## config.mk

```make
export PLATFORM = sky130hd
export DESIGN_NAME = ram_copy_engine_flat
export DESIGN_NICKNAME = d
export VERILOG_FILES = /design/src/rtl/ram_pkg.sv /design/src/rtl/ram_copy_engine_if.sv /design/src/rtl/ram_copy_engine.sv /design/src/flat_wrapper.sv
export SDC_FILE = /design/constraint.sdc
export NUM_CORES = 1
export LEC_CHECK = 0
export ABC_AREA = 1
export ABC_CLOCK_PERIOD_IN_PS = 2000
export BUFFER_PORTS_ARGS = -buffer_cell sky130_fd_sc_hd__clkbuf_2
export CAP_MARGIN = 25
export CORE_MARGIN = 4
export CORE_UTILIZATION = 32
export DETAILED_ROUTE_END_ITERATION = 10
export PLACE_DENSITY = 0.69
export REMOVE_ABC_BUFFERS = 1
export SLEW_MARGIN = 20
export SYNTH_ARGS = -nofsm -noshare
export SYNTH_HDL_FRONTEND = slang
export SYNTH_SLANG_ARGS = --single-unit
```

## constraint.sdc

```tcl
create_clock -name clk -period 2 [get_ports clk]
set_clock_uncertainty 0.1 [all_clocks]
set_input_delay 0 -clock clk [delete_from_list [all_inputs] [get_ports clk]]
set_output_delay 0 -clock clk [all_outputs]
set_load 0.03 [all_outputs]
```

## src/rtl/ram_pkg.sv

```systemverilog
// Shared types for the RAM copy/fill sequencer: FSM states and operation codes.
package ram_pkg;

   typedef enum logic [2:0] {
      IDLE  = 3'd0,
      READ  = 3'd1,
      WRITE = 3'd2,
      FILL  = 3'd3,
      DONE  = 3'd4
   } state_e;

   localparam logic OP_COPY = 1'b0;
   localparam logic OP_FILL = 1'b1;

endpackage

```

## src/rtl/ram_copy_engine_if.sv

```systemverilog
// Control request/status plus one synchronous RAM port; master is the engine side.
interface ram_copy_engine_if #(
   parameter int N = 6,
   parameter int M = 32
);
   logic         start;
   logic         op;
   logic [N-1:0] src;
   logic [N-1:0] dst;
   logic [N:0]   len;
   logic [M-1:0] fill_val;
   logic         busy;
   logic         done;
   logic [N-1:0] addr;
   logic         we;
   logic [M-1:0] wd;
   logic [M-1:0] rd;

   modport master (
      input  start, op, src, dst, len, fill_val, rd,
      output busy, done, addr, we, wd
   );

   modport slave (
      output start, op, src, dst, len, fill_val, rd,
      input  busy, done, addr, we, wd
   );
endinterface

```

## src/rtl/ram_copy_engine.sv

```systemverilog
// Fills a RAM block with a constant or copies a block word-by-word (read, then write) through one port.
// COPY takes 2 cycles/word, FILL 1 cycle/word, plus one DONE cycle; start is ignored while busy.
module ram_copy_engine
   import ram_pkg::*;
#(
   parameter int N = 6,
   parameter int M = 32
) (
   input  logic              clk,
   input  logic              reset,
   ram_copy_engine_if.master bus
);

   localparam logic [N:0] DEPTH = {1'b1, {N{1'b0}}};
   localparam logic [N:0] ONE   = {{N{1'b0}}, 1'b1};

   state_e       state_q, state_d;
   logic [N:0]   i_q, i_d;
   logic         op_q;
   logic [N-1:0] src_q;
   logic [N-1:0] dst_q;
   logic [N:0]   len_q;
   logic [M-1:0] fill_q;
   logic         capture;
   logic [N:0]   len_clamped;
   logic [N:0]   i_inc;

   assign len_clamped = (bus.len > DEPTH) ? DEPTH : bus.len;
   assign i_inc       = i_q + ONE;

   always_ff @(posedge clk) begin
      if (reset) begin
         state_q <= IDLE;
         i_q     <= '0;
         op_q    <= OP_COPY;
         src_q   <= '0;
         dst_q   <= '0;
         len_q   <= '0;
         fill_q  <= '0;
      end else begin
         state_q <= state_d;
         i_q     <= i_d;
         if (capture) begin
            op_q   <= bus.op;
            src_q  <= bus.src;
            dst_q  <= bus.dst;
            len_q  <= len_clamped;
            fill_q <= bus.fill_val;
         end
      end
   end

   always_comb begin
      state_d  = state_q;
      i_d      = i_q;
      capture  = 1'b0;
      bus.addr = '0;
      bus.we   = 1'b0;
      bus.wd   = '0;
      bus.done = 1'b0;
      unique case (state_q)
         IDLE: begin
            if (bus.start) begin
               capture = 1'b1;
               i_d     = '0;
               if (len_clamped == '0)      state_d = DONE;
               else if (bus.op == OP_FILL) state_d = FILL;
               else                        state_d = READ;
            end
         end
         READ: begin
            bus.addr = src_q + i_q[N-1:0];
            state_d  = WRITE;
         end
         WRITE: begin
            // rd holds the word addressed in the preceding READ cycle
            bus.addr = dst_q + i_q[N-1:0];
            bus.we   = 1'b1;
            bus.wd   = bus.rd;
            i_d      = i_inc;
            state_d  = (i_inc == len_q) ? DONE : READ;
         end
         FILL: begin
            bus.addr = dst_q + i_q[N-1:0];
            bus.we   = 1'b1;
            bus.wd   = fill_q;
            i_d      = i_inc;
            state_d  = (i_inc == len_q) ? DONE : FILL;
         end
         DONE: begin
            bus.done = 1'b1;
            state_d  = IDLE;
         end
         default: state_d = IDLE;
      endcase
   end

   assign bus.busy = (state_q != IDLE);

endmodule

```

## src/flat_wrapper.sv

```systemverilog
// flat-port wrapper written by rule: the top's interface ports become plain ports
module ram_copy_engine_flat import ram_pkg::*;
#(
   parameter int N = 6,
   parameter int M = 32
)
  (clk, reset, bus_start, bus_op, bus_src, bus_dst, bus_len, bus_fill_val, bus_rd, bus_busy, bus_done, bus_addr, bus_we, bus_wd);
  ram_copy_engine_if #(.N(N), .M(M)) bus_i ();
  input  logic clk;
  input  logic reset;
  input wire logic [$bits(bus_i.start)-1:0] bus_start;
  input wire logic [$bits(bus_i.op)-1:0] bus_op;
  input wire logic [$bits(bus_i.src)-1:0] bus_src;
  input wire logic [$bits(bus_i.dst)-1:0] bus_dst;
  input wire logic [$bits(bus_i.len)-1:0] bus_len;
  input wire logic [$bits(bus_i.fill_val)-1:0] bus_fill_val;
  input wire logic [$bits(bus_i.rd)-1:0] bus_rd;
  output wire logic [$bits(bus_i.busy)-1:0] bus_busy;
  output wire logic [$bits(bus_i.done)-1:0] bus_done;
  output wire logic [$bits(bus_i.addr)-1:0] bus_addr;
  output wire logic [$bits(bus_i.we)-1:0] bus_we;
  output wire logic [$bits(bus_i.wd)-1:0] bus_wd;
  assign bus_i.start = bus_start;
  assign bus_i.op = bus_op;
  assign bus_i.src = bus_src;
  assign bus_i.dst = bus_dst;
  assign bus_i.len = bus_len;
  assign bus_i.fill_val = bus_fill_val;
  assign bus_i.rd = bus_rd;
  assign bus_busy = bus_i.busy;
  assign bus_done = bus_i.done;
  assign bus_addr = bus_i.addr;
  assign bus_we = bus_i.we;
  assign bus_wd = bus_i.wd;
  ram_copy_engine #(.N(N), .M(M)) u_core (.clk(clk), .reset(reset), .bus(bus_i));
endmodule
```

==> impl_metrics.toml, run 1 <==
[route]
drt_wl_total_um = 10500
drt-pass1-iter-count = 5
drcViolationCount = 0
drt_iter0_markers = 223
dr_total_vias = 3759
via_per_inst = 4.74
ant_nets = 0
routedWlPerCell_um = 13.3

[timing]
finalSetupViolCount = 5
hold_violations = 0
max_freq_mhz = 424
tightest_slew_ns = 0.370
fin_ws_ns = -0.359
slew_headroom_pct = 75.4
fin_crit_ns = 2.36
post-route-period-util_pct = 118
drv_slew = 0
rsz0062_at_grt = "yes"

[worst_hold_path]
min_to = "u_core.src_q[0]"
min_from = "bus_start"
whs_path_depth = 3
worstHoldPathType = "in2reg"

[clock_network]
clkSlewWorstSetupHoldPaths_ns = 0.07
clock_latency_ns = 0.34
numCtsBuffers = 9
root_buffer = "clkbuf_8"
h-tree-depth = 3
cts_tree = "built"
clock_sinks = 61
clk_path_buf_depth = 2

[floorplan]
die_h_um = 108
core-area_mm2 = 0.00977
start_util_pct = 32.8
io_pins = 128
die_area_mm2 = 0.0117
die_w_um = 108
std_cell_rows = 36

[worst_setup_path]
ff2ff_path_depth = 8
cp.arrival_ns = 2.26
cp-end-kind = "primary output"
crit_path_max_fanout = 6
worstSetupStartpointType = "register"
cp_data_required_time_ns = 1.90
timing.rr.start = "u_core.state_q[1]"
critPathKind = "reg2out"
r2r-end = "u_core.src_q[3]"
r2r_slack_ns = 0.15

[power_and_ir_drop]
power_density_mw_per_mm2 = 760
ir_worst_vdd_mv = 0.347
power_leakage_nw = 2.34

[synth]
synth_cells = 462
synthTopCellsByCount = "inv_1 (99), dfxtp_1 (61), a21oi_1 (60)"
ys_ff_latch = 61
yosys.area.top_type = "dfxtp_1"
yosysMostFrequentCell = "inv_1"
synth_edf_count = 0
synth_area_per_cell_um2 = 6.94
ys_types = 30
dominantRegCellSynth = "dfxtp_1"
synth_area_mm2 = 0.00321
ys_seq_area_share_pct = 38.1
synth.area.top_cells = "dfxtp_1 (38%), inv_1 (12%), a21oi_1 (9.4%)"
synth_top_area_share_pct = 38.1
ys_async_sr_fraction_pct = 0
ys_warn_count = 0

[global_route]
grt_max_degree = 52
grt.total_usage_pct = 17.9
grt_pass1_wl_um = 16700
grt_pass1_vias = 3767
grt_antenna_before_repair = 0
overflow = 0

[place]
place_hpwl_um = 6680
gp_congestion = 0.910
portBuffers = 127
pre_cts_slack_ns = -0.141
dpl_cell_area_mm2 = 0.00402

[cells_and_area]
area_delta_synth_final_pct = 53.1
drive_above_1_share_pct = 29.2
fill_cells = 929
nets = 749
fin_area_mm2 = 0.00491
n_antenna_cell = 0

[outcome]
status = "finished with violations"
violations = "negative setup slack"

[run]
drv_cap = 0
## final cells by class
class                      count  area, um2  area share (%)
clock buffer                  12        155            3.16
clock inverter                 4       22.5           0.459
inverter                     102        383            7.80
multi-input combinational    274       1510            30.7
sequential                    61       1220            24.9
tap                          133        166            3.39
timing repair buffer         207       1450            29.6
## what timing repair did
| item | CTS | global route |
|---|---|---|
| gates cloned | 0 | 0 |
| hold buffers | 58 | 0 |
| pin swaps | 8 | 2 |
| buffers inserted | 5 | 1 |
| gates resized for setup | 19 | 20 |
| endpoints found under the setup margin | 6 | 39 |
| hold endpoints to repair | 58 | 0 |
## through the flow
| step | hold slack (ns) | power, W | util, % | TNS [ns] | std cells |
|---|---|---|---|---|---|
| 3_3_place_gp | 0.156 | 0.00256 | 41.1 | -0.112 | 713 |
| 5_1_grt | 0.0341 | 0.00394 | 50.2 | -2.25 | 793 |
| 6_report | 0.0217 | 0.00373 | 50.2 | -1.26 | 793 |
| 2_1_floorplan | -0.0309 | 0.00217 | - | -1.84 | 437 |
| 3_5_place_dp | 0.156 | 0.00259 | 41.1 | -0.199 | 713 |
| 4_1_cts | 0.00128 | 0.00372 | 49.8 | -1.40 | 792 |
## critical path: stages (launching register included)
cell and delay, ns:
dfxtp_2 0.34, inv_2 0.05, nand2_4 0.08, nand2_1 0.07, o21ai_2 0.06, ha_2 0.19, inv_1 0.05, fa_2 0.35
nor2_2 0.11, o21ai_1 0.07, nand2_1 0.07, xor2_1 0.14, inv_1 0.05, nor2_1 0.11, clkbuf_8 0.17
## sequential cells by signal, indices dropped and copies added, names as in the netlist
signal and flops:
u_core.dst_q 6, u_core.fill_q 32, u_core.i_q 7, u_core.len_q 7
u_core.src_q 6, u_core.state_q 3
## cells in the final DEF, fill, tap and decap left out, types with 2 or more instances in the layout
| cell | count |
|---|---|
| clkbuf_4 | 3 |
| xor2_1 | 3 |
| dfxtp_2 | 2 |
| dfxtp_1 | 59 |
| a22oi_1 | 2 |
| inv_1 | 98 |
| buf_6 | 3 |
| buf_2 | 2 |
| buf_12 | 2 |
| a211oi_2 | 2 |
| nor2_2 | 5 |
| nand2_4 | 3 |
| clkbuf_8 | 13 |
| ha_1 | 5 |
| nand2_1 | 59 |
| inv_2 | 3 |
| nand2_2 | 3 |
| clkinv_2 | 3 |
| o22ai_2 | 2 |
| o21ai_0 | 22 |
| buf_4 | 21 |
| dlygate4sd3_1 | 58 |
| nand3_1 | 24 |
| o21ai_1 | 25 |
| nand4_1 | 2 |
| nor2_4 | 2 |
| a21oi_1 | 59 |
| nor2_1 | 15 |
| o22ai_1 | 30 |
| clkbuf_2 | 116 |
## per-layer routing
layer  vias to the layer above  global-route usage, %  part of all wire (%)
li1                       1880                      -                     -
met1                      1670                   19.8                    40
met2                       184                   32.9                    49
met3                        25                   3.70                   7.9
met4                         0                   7.39                   2.3
met5                         -                      0                     0
## cells by family (layout without fill, tap and decap cells)
logic type | Yosys count | count (layout) | share of synthesized area [%]
buf+inv | 127 | 325 | 16.1
fa+ha+maj | 7 | 7 | 2.97
simple gates | 117 | 117 | 16.8
xor+xnor | 4 | 4 | 1.09
compound gates | 146 | 146 | 24.9
flops | 61 | 61 | 38.1
## where the power goes
part	leakage, nW	total [W]	switching (W)	internal (W)
sequential	0.503	0.00142	0.0000540	0.00137
clock	0.0921	0.00100	0.000489	0.000511
combinational	1.74	0.00131	0.000801	0.000509
total	2.34	0.00373	0.00134	0.00239
## worst max-delay path by stage
stage / slack [ns] / start / depth (start not counted) / to
final: -0.36 / u_core.state_q[2] / 14 / bus_addr[4]
after global routing: -0.52 / u_core.state_q[2] / 14 / bus_addr[5]
after CTS: -0.39 / u_core.state_q[2] / 14 / bus_addr[5]
after detailed placement: -0.14 / u_core.state_q[2] / 13 / bus_addr[4]
after global placement: -0.11 / u_core.state_q[2] / 13 / bus_addr[4]
after floorplan: -0.28 / u_core.state_q[2] / 12 / bus_addr[4]
Power figures use the tool's default switching activity.
==> run 2: changes to the inputs <==
--- a/config.mk
+++ b/config.mk
@@ -7,13 +7,14 @@
 export LEC_CHECK = 0
 export ABC_AREA = 1
 export ABC_CLOCK_PERIOD_IN_PS = 2000
-export BUFFER_PORTS_ARGS = -buffer_cell sky130_fd_sc_hd__clkbuf_2
 export CAP_MARGIN = 25
 export CORE_MARGIN = 4
 export CORE_UTILIZATION = 32
 export DETAILED_ROUTE_END_ITERATION = 10
-export PLACE_DENSITY = 0.69
+export DONT_BUFFER_PORTS = 1
+export PLACE_DENSITY = 0.57
 export REMOVE_ABC_BUFFERS = 1
+export SKIP_CTS_REPAIR_TIMING = 1
 export SLEW_MARGIN = 20
 export SYNTH_ARGS = -nofsm -noshare
 export SYNTH_HDL_FRONTEND = slang
==> impl_metrics.toml, run 2 (synthesized netlist as in run 1, its figures left out) <==
[cells_and_area]
mostFrequentLayoutCells = "inv_1 (97), a21oi_1 (59), dfxtp_1 (58)"
mostFrequentLayoutCell = "inv_1"
nets = 656
n_antenna_cell = 0
fin_area_mm2 = 0.00458
drive_above_1_share_pct = 19.6
largestRegisters = "u_core.fill_q x32, u_core.i_q x7, u_core.len_q x7"
final_cells = 700
top_register = "u_core.fill_q"
largest_reg_flops = 32
area_delta_synth_final_pct = 42.7
fill_cells = 937

[worst_setup_path]
worstSetupStartpointType = "register"
cp_data_required_time_ns = 1.90
crit_path_max_fanout = 6
cp-end-kind = "primary output"
critPathKind = "reg2out"
cp.arrival_ns = 2.25

[route]
dr_total_vias = 3323
via_per_inst = 4.75
drt_iter0_markers = 181
ant_nets = 0
routedWlPerCell_um = 13.9
drcViolationCount = 0
drt-pass1-iter-count = 5
drt_wl_total_um = 9760

[global_route]
grt_pass1_wl_um = 13800
grt_antenna_before_repair = 0
grt_pass1_vias = 2945
grt.total_usage_pct = 15.3
overflow = 0
grt_max_degree = 52

[timing]
drv_slew = 0
hold_violations = 0
whs_ns = 0.0213
tightest_slew_ns = 0.838
max_freq_mhz = 426
fin_ws_ns = -0.346
rsz0062_at_grt = "yes"
post-route-period-util_pct = 117
fin_crit_ns = 2.35
finalSetupViolCount = 12
slew_headroom_pct = 43.9

[clock_network]
h-tree-depth = 3
clkSlewWorstSetupHoldPaths_ns = 0.07
clk_path_buf_depth = 2
numCtsBuffers = 9
root_buffer = "clkbuf_8"
clock_sinks = 61
cts_tree = "built"
clock_latency_ns = 0.35

[place]
place_inst = 625
place_hpwl_um = 6470
gp_congestion = 0.858
portBuffers = 0
dpl_cell_area_mm2 = 0.00368

[floorplan]
io_pins = 128
die_w_um = 108
core-area_mm2 = 0.00977
start_util_pct = 32.8
std_cell_rows = 36
die_area_mm2 = 0.0117
die_h_um = 108

[power_and_ir_drop]
finalPower_w = 0.00401
power_leakage_nw = 2.00
ir_worst_vdd_mv = 0.591
power_density_mw_per_mm2 = 876

[run]
drv_cap = 0

[outcome]
violations = "negative setup slack"
status = "finished with violations"

[worst_hold_path]
worstHoldPathType = "in2reg"
## run 2: layout make-up
cell class | count | area [um2] | area share, %
tap | 133 | 166 | 3.64
clock inverter | 6 | 111 | 2.43
timing repair buffer | 114 | 1030 | 22.4
sequential | 61 | 1220 | 26.8
multi-input combinational | 274 | 1540 | 33.6
clock buffer | 10 | 128 | 2.79
inverter | 102 | 383 | 8.37
## run 2: path summary, 6_finish.rpt
path                                   startpoint                 to  slack (ns)  cells after the start
worst max register to register  u_core.state_q[1]    u_core.src_q[0]        0.14                      8
worst max-delay path            u_core.state_q[2]        bus_addr[4]       -0.35                     13
worst min-delay path                        reset  u_core.fill_q[19]        0.02                      3
worst min register to register    u_core.dst_q[4]    u_core.dst_q[4]        0.35                      2
## run 2: worst max-delay path, stage by stage (launching register included)
cell and delay, ns:
dfxtp_2 0.32, inv_2 0.07, nand2_4 0.07, o21ai_2 0.12, ha_2 0.19, inv_2 0.04
fa_2 0.39, nor2_4 0.11, o21ai_1 0.06, nand2_1 0.07, xor2_1 0.15, inv_1 0.05
nor2_1 0.08, buf_4 0.17
## run 2: power breakdown
| part | leakage (nW) | switching [W] | internal, W | total, W |
|---|---|---|---|---|
| Clock | 0.116 | 0.000515 | 0.000828 | 0.00134 |
| Sequential | 0.504 | 0.0000535 | 0.00137 | 0.00142 |
| Combinational | 1.38 | 0.000772 | 0.000474 | 0.00125 |
## run 2: through the flow
step                      utilization (%)  TNS, ns  setup WS (ns)
after CTS                            40.1    -3.38         -0.568
after floorplan                         -    -1.84         -0.276
after detailed placement             37.6   -0.165         -0.165
after global routing                 46.8    -5.82         -0.552
final                                46.8    -1.40         -0.346
after global placement               37.6  -0.0687        -0.0687
## run 2: routing by layer
layer | wire, um | track usage, % | up-vias
met3 | 842 | 6.57 | 10
met1 | 4060 | 17.7 | 1479
met4 | 99 | 4.69 | 0
li1 | - | - | 1696
met2 | 4750 | 25.6 | 138
met5 | 0 | 0 | -
==> run 3: changes to the inputs <==
--- a/config.mk
+++ b/config.mk
@@ -10,8 +10,10 @@
 export CAP_MARGIN = 25
 export CORE_MARGIN = 4
 export CORE_UTILIZATION = 32
+export CTS_BUF_LIST = sky130_fd_sc_hd__clkbuf_8 sky130_fd_sc_hd__clkbuf_16
 export DETAILED_ROUTE_END_ITERATION = 10
 export DONT_BUFFER_PORTS = 1
+export MAX_ROUTING_LAYER = met4
 export PLACE_DENSITY = 0.57
 export REMOVE_ABC_BUFFERS = 1
 export SKIP_CTS_REPAIR_TIMING = 1
==> impl_metrics.toml, run 3 (synthesized netlist as in run 1, its figures left out) <==
[outcome]
status = "finished with violations"
violations = "negative setup slack"

[floorplan]
core-area_mm2 = 0.00977
die_w_um = 108
io_pins = 128
std_cell_rows = 36
die_area_mm2 = 0.0117
start_util_pct = 32.8
die_h_um = 108

[global_route]
grt_max_degree = 52
grt_pass1_wl_um = 13800
overflow = 0
grt_antenna_before_repair = 0
grt.total_usage_pct = 15.7
grt_pass1_vias = 2943

[power_and_ir_drop]
ir_worst_vdd_mv = 0.591
seqPwrFrac_pct = 35.4
sw_frac_of_total_pct = 33.6
p_switching_w = 0.00135
p_int_w = 0.00266
p_comb_share_pct = 31.1
power_leakage_nw = 2.00
power_density_mw_per_mm2 = 877
p_clk_share_pct = 33.5

[cells_and_area]
postLayoutCoreUtil_pct = 46.8
mostFrequentLayoutCell = "inv_1"
top_register = "u_core.fill_q"
drive_above_1_share_pct = 19.6
n_antenna_cell = 0
mostFrequentLayoutCells = "inv_1 (98), a21oi_1 (59), dfxtp_1 (58)"
area_delta_synth_final_pct = 42.7
largest_reg_flops = 32
nets = 656
largestRegisters = "u_core.fill_q x32, u_core.i_q x7, u_core.len_q x7"

[clock_network]
clk_path_buf_depth = 2
clock_sinks = 61
clock_latency_ns = 0.35
root_buffer = "clkbuf_8"
clkSlewWorstSetupHoldPaths_ns = 0.08
h-tree-depth = 3
numCtsBuffers = 9
cts_tree = "built"

[route]
drcViolationCount = 0
drt_iter0_markers = 153
dr_total_vias = 3348
drt-pass1-iter-count = 4
drt_wl_total_um = 9770
via_per_inst = 4.78
routedWlPerCell_um = 14.0
ant_nets = 0

[worst_setup_path]
crit_path_max_fanout = 6
crit_start = "u_core.state_q[2]"
cp.arrival_ns = 2.25
timing.rr.start = "u_core.state_q[1]"
critPathKind = "reg2out"
r2r_slack_ns = 0.14
cp_data_required_time_ns = 1.90
ff2ff_path_depth = 8
cp-end-kind = "primary output"
r2r-end = "u_core.src_q[0]"
worstSetupStartpointType = "register"

[timing]
drv_slew = 0
fin_crit_ns = 2.35
finalSetupViolCount = 18
fin_ws_ns = -0.352
max_freq_mhz = 425
setup_tns_ns = -1.54
rsz0062_at_grt = "yes"
tightest_slew_ns = 0.816
slew_headroom_pct = 45.4
hold_violations = 0
post-route-period-util_pct = 118

[worst_hold_path]
min_to = "u_core.fill_q[19]"
min_from = "reset"
whs_path_depth = 3
worstHoldPathType = "in2reg"

[place]
gp_congestion = 0.872
place_hpwl_um = 6470
portBuffers = 0

[run]
drv_cap = 0
## run 3: cell count changes in the layout (fill, tap and decap cells not counted), sizes merged
cell	delta
inv	+1
clkbuf	-1
## run 3: worst max-delay path by stage
stage | endpoint | slack, ns | cells past startpoint
finish | bus_addr[4] | -0.35 | 13
global route | bus_addr[4] | -0.55 | 14
CTS | bus_addr[4] | -0.57 | 13
detailed placement | bus_addr[4] | -0.17 | 13
global placement | bus_addr[4] | -0.07 | 13
floorplan | bus_addr[4] | -0.28 | 12
## run 3: layer usage
metal  global-route usage, %  vias to the layer above  wire [um]
met4                    4.69                        0        106
met3                    6.09                       13        803
met1                    18.0                     1484       4070
met5                       -                        -          0
met2                    25.6                      149       4790
li1                        -                     1702          -
## run 3: layout make-up
type	instances	area (um2)
inverter	102	383
sequential	61	1220
timing repair buffer	114	1030
multi-input combinational	274	1540
clock buffer	9	124
fill	937	5200
clock inverter	7	115
tap	133	166
## run 3: power by group through the flow
stage / clock, W / combinational [W] / sequential, W
after floorplan: 0 / 0.000728 / 0.00144
after global placement: 0 / 0.00109 / 0.00144
after detailed placement: 0 / 0.00110 / 0.00144
after CTS: 0.00137 / 0.00111 / 0.00142
after global routing: 0.00142 / 0.00137 / 0.00144
final: 0.00134 / 0.00125 / 0.00142
## run 3: worst max-delay path, cell delays in order (launching register included)
cell and delay (ns):
dfxtp_2 0.32, inv_2 0.07, nand2_4 0.07, o21ai_2 0.12, ha_2 0.19, inv_2 0.04
fa_2 0.39, nor2_4 0.11, o21ai_1 0.06, nand2_1 0.07, xor2_1 0.15, inv_1 0.05
nor2_1 0.08, buf_4 0.17
## run 3: metrics by stage
| step | power [W] | instance area [um2] | hold slack [ns] | setup slack (ns) | cells |
|---|---|---|---|---|---|
| after floorplan | 0.00217 | 3070 | -0.0309 | -0.276 | 437 |
| after global placement | 0.00253 | 3680 | -0.0275 | -0.0687 | 625 |
| after detailed placement | 0.00255 | 3680 | -0.0256 | -0.165 | 625 |
| after CTS | 0.00390 | 3920 | -0.417 | -0.568 | 641 |
| after global routing | 0.00423 | 4580 | 0.0483 | -0.553 | 700 |
| final | 0.00401 | 4580 | 0.00969 | -0.352 | 700 |
